===== src/rtl/execute_md_pkg.sv =====
// Shared constants for the execute stage: widths, select/op encodings,
// and the multiply/divide FSM state type.
package execute_md_pkg;

  localparam int unsigned XLEN_DEF = 32;
  localparam int unsigned ASEL_W   = 2;
  localparam int unsigned BSEL_W   = 2;
  localparam int unsigned ALUOP_W  = 4;
  localparam int unsigned MDOP_W   = 3;

  typedef enum logic [ASEL_W-1:0] {
    A_RS1  = 2'd0,
    A_PC   = 2'd1,
    A_ZERO = 2'd2
  } a_sel_e;

  typedef enum logic [BSEL_W-1:0] {
    B_RS2  = 2'd0,
    B_IMM  = 2'd1,
    B_FOUR = 2'd2,
    B_ZERO = 2'd3
  } b_sel_e;

  typedef enum logic [ALUOP_W-1:0] {
    ALU_ADD  = 4'd0,
    ALU_SUB  = 4'd1,
    ALU_SLL  = 4'd2,
    ALU_SLT  = 4'd3,
    ALU_SLTU = 4'd4,
    ALU_XOR  = 4'd5,
    ALU_SRL  = 4'd6,
    ALU_SRA  = 4'd7,
    ALU_OR   = 4'd8,
    ALU_AND  = 4'd9
  } alu_op_e;

  typedef enum logic [MDOP_W-1:0] {
    MD_MUL    = 3'd0,
    MD_MULH   = 3'd1,
    MD_MULHSU = 3'd2,
    MD_MULHU  = 3'd3,
    MD_DIV    = 3'd4,
    MD_DIVU   = 3'd5,
    MD_REM    = 3'd6,
    MD_REMU   = 3'd7
  } md_op_e;

  typedef enum logic [1:0] {
    MD_IDLE = 2'd0,
    MD_BUSY = 2'd1,
    MD_DONE = 2'd2
  } md_state_e;

  function automatic logic op_a_signed(input md_op_e op);
    return op inside {MD_MUL, MD_MULH, MD_MULHSU, MD_DIV, MD_REM};
  endfunction

  function automatic logic op_b_signed(input md_op_e op);
    return op inside {MD_MUL, MD_MULH, MD_DIV, MD_REM};
  endfunction

endpackage


===== src/rtl/execute_md_alu.sv =====
// Single-cycle integer ALU.
module alu
  import execute_md_pkg::*;
#(
  parameter int unsigned XLEN = XLEN_DEF
) (
  input  logic [XLEN-1:0]    a_i,
  input  logic [XLEN-1:0]    b_i,
  input  logic [ALUOP_W-1:0] op_i,
  output logic [XLEN-1:0]    y_o
);

  localparam int unsigned SHW = $clog2(XLEN);

  logic [SHW-1:0] sh;
  assign sh = b_i[SHW-1:0];

  // Operation select.
  always_comb begin
    y_o = '0;
    case (alu_op_e'(op_i))
      ALU_ADD:  y_o = a_i + b_i;
      ALU_SUB:  y_o = a_i - b_i;
      ALU_SLL:  y_o = a_i << sh;
      ALU_SLT:  y_o = XLEN'($signed(a_i) < $signed(b_i));
      ALU_SLTU: y_o = XLEN'(a_i < b_i);
      ALU_XOR:  y_o = a_i ^ b_i;
      ALU_SRL:  y_o = a_i >> sh;
      ALU_SRA:  y_o = $unsigned($signed(a_i) >>> sh);
      ALU_OR:   y_o = a_i | b_i;
      ALU_AND:  y_o = a_i & b_i;
      default:  y_o = '0;
    endcase
  end

endmodule


===== src/rtl/execute_md_md_unit.sv =====
// Iterative multiply/divide: radix-2 shift-add multiply, restoring divide,
// operating on magnitudes with the sign applied to the final result.
module md_unit
  import execute_md_pkg::*;
#(
  parameter int unsigned XLEN = XLEN_DEF
) (
  input  logic              clk,
  input  logic              rst,
  input  logic              start_i,
  input  logic [MDOP_W-1:0] op_i,
  input  logic [XLEN-1:0]   a_i,
  input  logic [XLEN-1:0]   b_i,
  input  logic              ack_i,
  output logic              idle_o,
  output logic              busy_o,
  output logic              done_o,
  output logic [XLEN-1:0]   result_o
);

  localparam int unsigned CW = $clog2(XLEN + 1);

  md_state_e       state_q, state_d;
  logic [CW-1:0]   count_q, count_d;
  logic [XLEN-1:0] acc_q, acc_d;   // product high half / partial remainder
  logic [XLEN-1:0] lo_q, lo_d;     // multiplier -> product low / dividend -> quotient
  logic [XLEN-1:0] opd_q, opd_d;   // multiplicand / divisor magnitude
  md_op_e          op_q, op_d;
  logic            a_neg_q, a_neg_d, b_neg_q, b_neg_d, div0_q, div0_d;

  logic            sa, sb;
  logic [XLEN:0]   mul_sum, rem_sh, diff;
  logic [2*XLEN-1:0] prod, prod_s;
  logic [XLEN-1:0] q_s, r_s;

  assign idle_o = (state_q == MD_IDLE);
  assign busy_o = (state_q == MD_BUSY);
  assign done_o = (state_q == MD_DONE);

  // Datapath step values and sign-corrected results.
  always_comb begin
    sa      = op_a_signed(md_op_e'(op_i)) & a_i[XLEN-1];
    sb      = op_b_signed(md_op_e'(op_i)) & b_i[XLEN-1];
    mul_sum = {1'b0, acc_q} + (lo_q[0] ? {1'b0, opd_q} : '0);
    rem_sh  = {acc_q, lo_q[XLEN-1]};
    diff    = rem_sh - {1'b0, opd_q};
    prod    = {acc_q, lo_q};
    prod_s  = (a_neg_q ^ b_neg_q) ? -prod : prod;
    q_s     = div0_q ? '1 : ((a_neg_q ^ b_neg_q) ? -lo_q : lo_q);
    r_s     = a_neg_q ? -acc_q : acc_q;
    result_o = '0;
    case (op_q)
      MD_MUL:                      result_o = prod_s[XLEN-1:0];
      MD_MULH, MD_MULHSU, MD_MULHU: result_o = prod_s[2*XLEN-1:XLEN];
      MD_DIV, MD_DIVU:             result_o = q_s;
      MD_REM, MD_REMU:             result_o = r_s;
      default:                     result_o = '0;
    endcase
  end

  // Next-state and datapath update.
  always_comb begin
    state_d = state_q;
    count_d = count_q;
    acc_d   = acc_q;
    lo_d    = lo_q;
    opd_d   = opd_q;
    op_d    = op_q;
    a_neg_d = a_neg_q;
    b_neg_d = b_neg_q;
    div0_d  = div0_q;
    case (state_q)
      MD_IDLE: begin
        if (start_i) begin
          state_d = MD_BUSY;
          count_d = CW'(XLEN);
          op_d    = md_op_e'(op_i);
          a_neg_d = sa;
          b_neg_d = sb;
          div0_d  = op_i[2] & (b_i == '0);
          acc_d   = '0;
          lo_d    = sa ? -a_i : a_i;
          opd_d   = sb ? -b_i : b_i;
        end
      end
      MD_BUSY: begin
        count_d = count_q - 1'b1;
        if (!op_q[2]) begin
          acc_d = mul_sum[XLEN:1];
          lo_d  = {mul_sum[0], lo_q[XLEN-1:1]};
        end else if (!diff[XLEN]) begin
          acc_d = diff[XLEN-1:0];
          lo_d  = {lo_q[XLEN-2:0], 1'b1};
        end else begin
          acc_d = rem_sh[XLEN-1:0];
          lo_d  = {lo_q[XLEN-2:0], 1'b0};
        end
        if (count_q == CW'(1)) state_d = MD_DONE;
      end
      MD_DONE: begin
        if (ack_i) state_d = MD_IDLE;
      end
      default: state_d = MD_IDLE;
    endcase
  end

  // State and datapath registers.
  always_ff @(posedge clk) begin
    if (rst) begin
      state_q <= MD_IDLE;
      count_q <= '0;
      acc_q   <= '0;
      lo_q    <= '0;
      opd_q   <= '0;
      op_q    <= MD_MUL;
      a_neg_q <= 1'b0;
      b_neg_q <= 1'b0;
      div0_q  <= 1'b0;
    end else begin
      state_q <= state_d;
      count_q <= count_d;
      acc_q   <= acc_d;
      lo_q    <= lo_d;
      opd_q   <= opd_d;
      op_q    <= op_d;
      a_neg_q <= a_neg_d;
      b_neg_q <= b_neg_d;
      div0_q  <= div0_d;
    end
  end

endmodule


===== src/rtl/execute_md.sv =====
// Execute stage with operand forwarding, single-cycle ALU and an iterative
// M-extension unit; drives the EXE/MEM pipeline register.
module execute_md
  import execute_md_pkg::*;
#(
  parameter int unsigned XLEN       = XLEN_DEF,
  parameter int unsigned DMEM_WIDTH = 10,
  parameter int unsigned FWD_SRCS   = 2,
  parameter int unsigned FSW        = $clog2(FWD_SRCS + 1)
) (
  input  logic                     clk,
  input  logic                     rst,
  input  logic                     valid_exe,
  input  logic [XLEN-1:0]          pc_exe,
  input  logic [XLEN-1:0]          rs1_exe,
  input  logic [XLEN-1:0]          rs2_exe,
  input  logic [XLEN-1:0]          instr_exe,
  input  logic [XLEN-1:0]          imm_exe,
  input  logic [ASEL_W-1:0]        a_sel,
  input  logic [BSEL_W-1:0]        b_sel,
  input  logic [ALUOP_W-1:0]       alu_op,
  input  logic                     md_en,
  input  logic [MDOP_W-1:0]        md_op,
  input  logic [4:0]               rd_addr_exe,
  input  logic [FSW-1:0]           forward_a_sel,
  input  logic [FSW-1:0]           forward_b_sel,
  input  logic [FWD_SRCS*XLEN-1:0] forward_data,
  input  logic                     stall_mem,
  output logic                     stall_exe,
  output logic                     valid_mem,
  output logic [XLEN-1:0]          pc_mem,
  output logic [XLEN-1:0]          alu_mem,
  output logic [XLEN-1:0]          rs2_mem,
  output logic [XLEN-1:0]          instr_mem,
  output logic [4:0]               rd_addr_mem,
  output logic [DMEM_WIDTH-1:0]    dmem_addr,
  output logic [XLEN-1:0]          dmem_data
);

  logic [XLEN-1:0] fwd_a, fwd_b, op_a, op_b, alu_out, md_result;
  logic            md_idle, md_busy, md_done, md_start;
  logic            retire_alu, retire_md;

  logic            valid_q, valid_d;
  logic [XLEN-1:0] pc_q, pc_d, alu_q, alu_d, rs2_q, rs2_d, instr_q, instr_d;
  logic [4:0]      rd_q, rd_d;

  // Forwarding muxes; select 0 or any out-of-range value keeps the rs value.
  always_comb begin
    fwd_a = rs1_exe;
    fwd_b = rs2_exe;
    for (int unsigned k = 0; k < FWD_SRCS; k++) begin
      if (forward_a_sel == FSW'(k + 1)) fwd_a = forward_data[k*XLEN +: XLEN];
      if (forward_b_sel == FSW'(k + 1)) fwd_b = forward_data[k*XLEN +: XLEN];
    end
  end

  // ALU operand selection.
  always_comb begin
    op_a = '0;
    op_b = '0;
    case (a_sel_e'(a_sel))
      A_RS1:   op_a = fwd_a;
      A_PC:    op_a = pc_exe;
      default: op_a = '0;
    endcase
    case (b_sel_e'(b_sel))
      B_RS2:   op_b = fwd_b;
      B_IMM:   op_b = imm_exe;
      B_FOUR:  op_b = XLEN'(4);
      default: op_b = '0;
    endcase
  end

  alu #(.XLEN(XLEN)) u_alu (
    .a_i  (op_a),
    .b_i  (op_b),
    .op_i (alu_op),
    .y_o  (alu_out)
  );

  assign md_start = valid_exe & md_en;

  md_unit #(.XLEN(XLEN)) u_md (
    .clk      (clk),
    .rst      (rst),
    .start_i  (md_start),
    .op_i     (md_op),
    .a_i      (fwd_a),
    .b_i      (fwd_b),
    .ack_i    (~stall_mem),
    .idle_o   (md_idle),
    .busy_o   (md_busy),
    .done_o   (md_done),
    .result_o (md_result)
  );

  assign retire_md  = md_done & ~stall_mem;
  assign retire_alu = valid_exe & ~md_en & md_idle & ~stall_mem;
  assign stall_exe  = md_busy | (md_done & stall_mem)
                    | (valid_exe & (stall_mem | (md_en & md_idle)));

  assign dmem_addr = alu_out[DMEM_WIDTH+1:2];
  assign dmem_data = fwd_b;

  // EXE/MEM next-state: hold under stall_mem, bubble when nothing retires.
  always_comb begin
    valid_d = valid_q;
    pc_d    = pc_q;
    alu_d   = alu_q;
    rs2_d   = rs2_q;
    instr_d = instr_q;
    rd_d    = rd_q;
    if (!stall_mem) begin
      valid_d = 1'b0;
      if (retire_md) begin
        valid_d = 1'b1;
        alu_d   = md_result;
        pc_d    = pc_exe;
        instr_d = instr_exe;
        rd_d    = rd_addr_exe;
      end else if (retire_alu) begin
        valid_d = 1'b1;
        alu_d   = alu_out;
        pc_d    = pc_exe;
        rs2_d   = fwd_b;
        instr_d = instr_exe;
        rd_d    = rd_addr_exe;
      end
    end
  end

  // EXE/MEM pipeline register.
  always_ff @(posedge clk) begin
    if (rst) begin
      valid_q <= 1'b0;
      pc_q    <= '0;
      alu_q   <= '0;
      rs2_q   <= '0;
      instr_q <= '0;
      rd_q    <= '0;
    end else begin
      valid_q <= valid_d;
      pc_q    <= pc_d;
      alu_q   <= alu_d;
      rs2_q   <= rs2_d;
      instr_q <= instr_d;
      rd_q    <= rd_d;
    end
  end

  assign valid_mem   = valid_q;
  assign pc_mem      = pc_q;
  assign alu_mem     = alu_q;
  assign rs2_mem     = rs2_q;
  assign instr_mem   = instr_q;
  assign rd_addr_mem = rd_q;

endmodule


===== config.mk =====
export PLATFORM = sky130hd
export DESIGN_NAME = execute_md
export DESIGN_NICKNAME = d
export VERILOG_FILES = /design/src/rtl/execute_md_pkg.sv /design/src/rtl/execute_md_alu.sv /design/src/rtl/execute_md_md_unit.sv /design/src/rtl/execute_md.sv
export SDC_FILE = /design/constraint.sdc
export NUM_CORES = 2
export LEC_CHECK = 0
export CAP_MARGIN = 30
export CELL_PAD_IN_SITES_DETAIL_PLACEMENT = 1
export CELL_PAD_IN_SITES_GLOBAL_PLACEMENT = 2
export CORE_MARGIN = 3
export CORE_UTILIZATION = 34
export CTS_CLUSTER_DIAMETER = 40
export DETAILED_ROUTE_END_ITERATION = 16
export DONT_BUFFER_PORTS = 1
export GPL_TIMING_DRIVEN = 0
export PLACE_DENSITY_LB_ADDON = 0.2
export SYNTH_ARGS = -nofsm -noshare
export SYNTH_HDL_FRONTEND = slang
export SYNTH_HIERARCHICAL = 1
export SYNTH_SLANG_ARGS = --single-unit

===== constraint.sdc =====
create_clock -name clk -period 4.9 [get_ports clk]
set_clock_uncertainty 0.05 [all_clocks]
set_input_delay 0.245 -clock clk [delete_from_list [all_inputs] [get_ports clk]]
set_output_delay 0.245 -clock clk [all_outputs]
set_load 0.01 [all_outputs]

==> impl_metrics.py <==
metrics = {
    "status": {
        "status": "complete, no violations",
    },
    "detailed_routing": {
        "drc_errors": 0,
        "drt-initial-drc-count": 3217,
        "routed_wl_um": 174000,
        "num_vias": 33800,
        "wl_per_cell_um": 32.7,
        "ant_nets": 0,
        "post_drt_via_cell_ratio": 6.36,
        "firstDrtPassIters": 6,
    },
    "clock_network": {
        "clk_path_buf_depth": 3,
        "worstSkewPairLatency_ns": 0.64,
        "ctsRootBufferMaster": "clkbuf_16",
        "cts.sinks": 244,
        "htree_levels": 2,
        "cts_buffers": 52,
        "cts.clk_slew.worst_paths_ns": 0.05,
        "cts_tree": "done",
    },
    "sta": {
        "finalHoldViolCount": 0,
        "rsz0062_at_grt": "true",
        "drv_slew": 0,
        "fmax_mhz": 206,
        "period_share_pct": 99.3,
        "relSlewSlack_pct": 25.2,
        "setup_violations": 0,
        "worst_pin_slew_ns": 1.12,
        "period_needed_ns": 4.87,
    },
    "critical_path": {
        "setup.worst_path.end_class": "flip-flop",
        "critPathKind": "input pin to flip-flop",
        "reg2reg_depth": 13,
        "r2r-end": "alu_mem[6]$_SDFFE_PP0P_",
        "critical_path_arrival_ns": 5.27,
        "cp_max_fo": 10,
        "r2r_slack_ns": 0.41,
        "reg2reg_from": "u_md/lo_q[0]$_SDFFE_PP0P_",
        "critPathRequiredTime_ns": 5.30,
        "start_kind": "input pin",
    },
    "logic_synthesis": {
        "synth_ff_type": "dfxtp_1",
        "synthesis.area_um2": 28700,
        "netlist.area_leader.share_pct": 17.0,
        "ys_ff_latch": 244,
        "synth_warnings": 6,
        "seq_area_frac_synth_pct": 17.0,
        "synth_edf_count": 0,
        "synthCells": 3919,
        "synth.avg_cell_area_um2": 7.33,
        "yosysTopAreaCell": "dfxtp_1",
        "synth_cell_types": 108,
        "synth_nets": 4341,
        "synthTopCellsByCount": "429 x a21oi_1, 389 x nand2_1, 380 x nor2_1",
        "ys_top_cells_by_area": "dfxtp_1 17%, a21oi_1 7.5%, ha_1 7.4%, mux2i_1 5.7%, a211oi_1 5.4%",
        "post-synth-top-count-cell": "a21oi_1",
        "async_reset_ff_share_pct": 0,
    },
    "placement": {
        "io_buffers": 0,
        "place_inst": 5086,
        "routabilityCongestion": 1.05,
        "hpwl_um": 141000,
    },
    "grt": {
        "grt_pass1_wl_um": 244000,
        "antenna_found_initial": 37,
        "grt_max_degree": 19,
        "grt_pass1_vias": 33000,
        "grt.total_usage_pct": 38.1,
        "grt-ovfl-total": 0,
    },
    "floorplanning": {
        "start_util_pct": 34.6,
        "die_h_um": 297,
        "die_w_um": 297,
        "coreArea_um2": 82900,
        "die_area_um2": 88000,
        "ioPinCount": 426,
        "rows": 105,
    },
    "cells_and_area": {
        "fillers": 10200,
        "fin_cells": 5317,
        "final_nets": 4519,
        "register_area_um2": 4880,
        "fin_util_pct": 40.9,
        "multi_input_area_um2": 22200,
        "drive_above_1_share_pct": 10.4,
        "syn2layout_area_growth_pct": 18.0,
    },
    "power_and_ir_drop": {
        "p_per_area_nw_per_um2": 295,
        "cellLeakagePower_nw": 12.9,
        "power_w": 0.00998,
        "vdd_ir_drop_max_v": 0.000324,
    },
    "job": {
        "maxCapViolCount": 0,
    },
    "hold_path": {
        "whs_path_depth": 2,
        "hp-class": "input pin to flip-flop",
        "min_from": "rst",
        "hold_end": "u_md/acc_q[1]$_SDFFE_PP0P_",
    },
}
-- sequential cells by signal, summed over array words and instances (netlist names) --
name / count
pc_mem: 32
rs2_mem: 32
u_md/b_neg_q: 1
u_md/opd_q: 32
valid_mem: 1
alu_mem: 32
rd_addr_mem: 5
u_md/count_q: 6
u_md/acc_q: 32
u_md/div0_q: 1
u_md/state_q: 2
u_md/lo_q: 32
u_md/op_q: 3
u_md/a_neg_q: 1
instr_mem: 32
-- stage by stage --
stage	setup slack [ns]	cell area (µm²)	TNS [ns]	hold slack [ns]
floorplan	0.0644	28700	0	0.331
global placement	-3.14	30100	-92.12	0.331
detailed placement	-2.63	30700	-68.34	0.339
CTS	0.0141	33600	0	0.0112
global route	-0.0652	33900	-0.0652	0.0508
finish	0.0350	33900	0	0.0598
-- per-layer routing --
layer | vias up | GRT usage [%] | wire, µm
met5 | - | 0 | 27
li1 | 14800 | - | -
met1 | 16800 | 49.6 | 72200
met3 | 383 | 10.9 | 17900
met2 | 1803 | 56.2 | 72000
met4 | 4 | 22.1 | 11900
-- worst max-delay path by stage --
| stage | start | to | slack, ns | cells after the start |
|---|---|---|---|---|
| global route | a_sel[0] | alu_mem[30]$_SDFFE_PP0P_ | -0.07 | 19 |
| CTS | a_sel[0] | alu_mem[30]$_SDFFE_PP0P_ | 0.01 | 19 |
| floorplan | forward_b_sel[1] | alu_mem[31]$_SDFFE_PP0P_ | 0.06 | 19 |
| detailed placement | forward_b_sel[1] | alu_mem[29]$_SDFFE_PP0P_ | -2.63 | 19 |
| global placement | forward_b_sel[1] | alu_mem[29]$_SDFFE_PP0P_ | -3.14 | 19 |
| finish | forward_a_sel[0] | alu_mem[23]$_SDFFE_PP0P_ | 0.03 | 18 |
-- what timing repair did --
item	CTS	global route
hold buffers	75	0
endpoints found under the hold margin	100	0
resized for setup	77	40
setup buffers	1	5
endpoints found under the setup margin	42	25
pin swaps	5	10
gates cloned	0	1
-- critical path, cell delays in order --
cell and delay (ns):
clkbuf_1 0.57, and2b_1 0.26, a211oi_1 0.29, a211o_1 0.30, a21oi_4 0.16, inv_1 0.31, ha_1 0.33, a21o_1 0.21
a41oi_2 0.35, a31oi_4 0.19, a221oi_2 0.40, o211a_1 0.27, nand2b_1 0.22, o21ai_0 0.19, o21a_1 0.21, a221o_1 0.32
mux2i_2 0.31, a211oi_1 0.12
-- final cells by class --
class / count / area share, %
Buffer: 323 / 4.52
Clock inverter: 32 / 1.30
Tap cell: 1123 / 4.15
Multi-Input combinational cell: 3178 / 65.4
Antenna cell: 55 / 0.406
Clock buffer: 64 / 4.12
Timing Repair Buffer: 125 / 3.71
Inverter: 173 / 1.93
Sequential cell: 244 / 14.4
-- cells by family (layout without fill, tap and decap cells) --
| group | after synthesis | in the layout | synth area share [%] |
|---|---|---|---|
| AO/OA/AOI/OAI | 1389 | 1390 | 31.9 |
| AND/OR/NAND/NOR | 1193 | 1193 | 19.6 |
| buffers and inverters | 498 | 717 | 7.39 |
| flip-flops | 244 | 244 | 17.0 |
| multiplexers | 227 | 227 | 10.5 |
| XOR/XNOR | 195 | 195 | 5.95 |
| adder cells (fa/ha/maj) | 173 | 173 | 7.64 |
| other | 0 | 55 | 0 |
-- power breakdown --
| part | internal (W) | switching (W) |
|---|---|---|
| combinational | 0.00130 | 0.00268 |
| clock | 0.00237 | 0.00135 |
| sequential | 0.00212 | 0.000164 |
| total | 0.00579 | 0.00419 |
-- placed cells by master, fill, tap and decap left out, drive strengths merged, types with 42 or more instances in the layout --
cell,n
a22o,67
clkbuf,293
o21ai,239
buf,144
xor2,93
a211o,45
diode,55
nor3,79
dlygate4sd3,75
a211oi,205
xnor2,102
mux4,59
nand3,45
nand2,390
nor2,381
a21o,42
ha,169
inv,179
dfxtp,244
mux2i,164
nor2b,72
a21oi,436
Note: power is estimated with default switching activity, not from simulation.
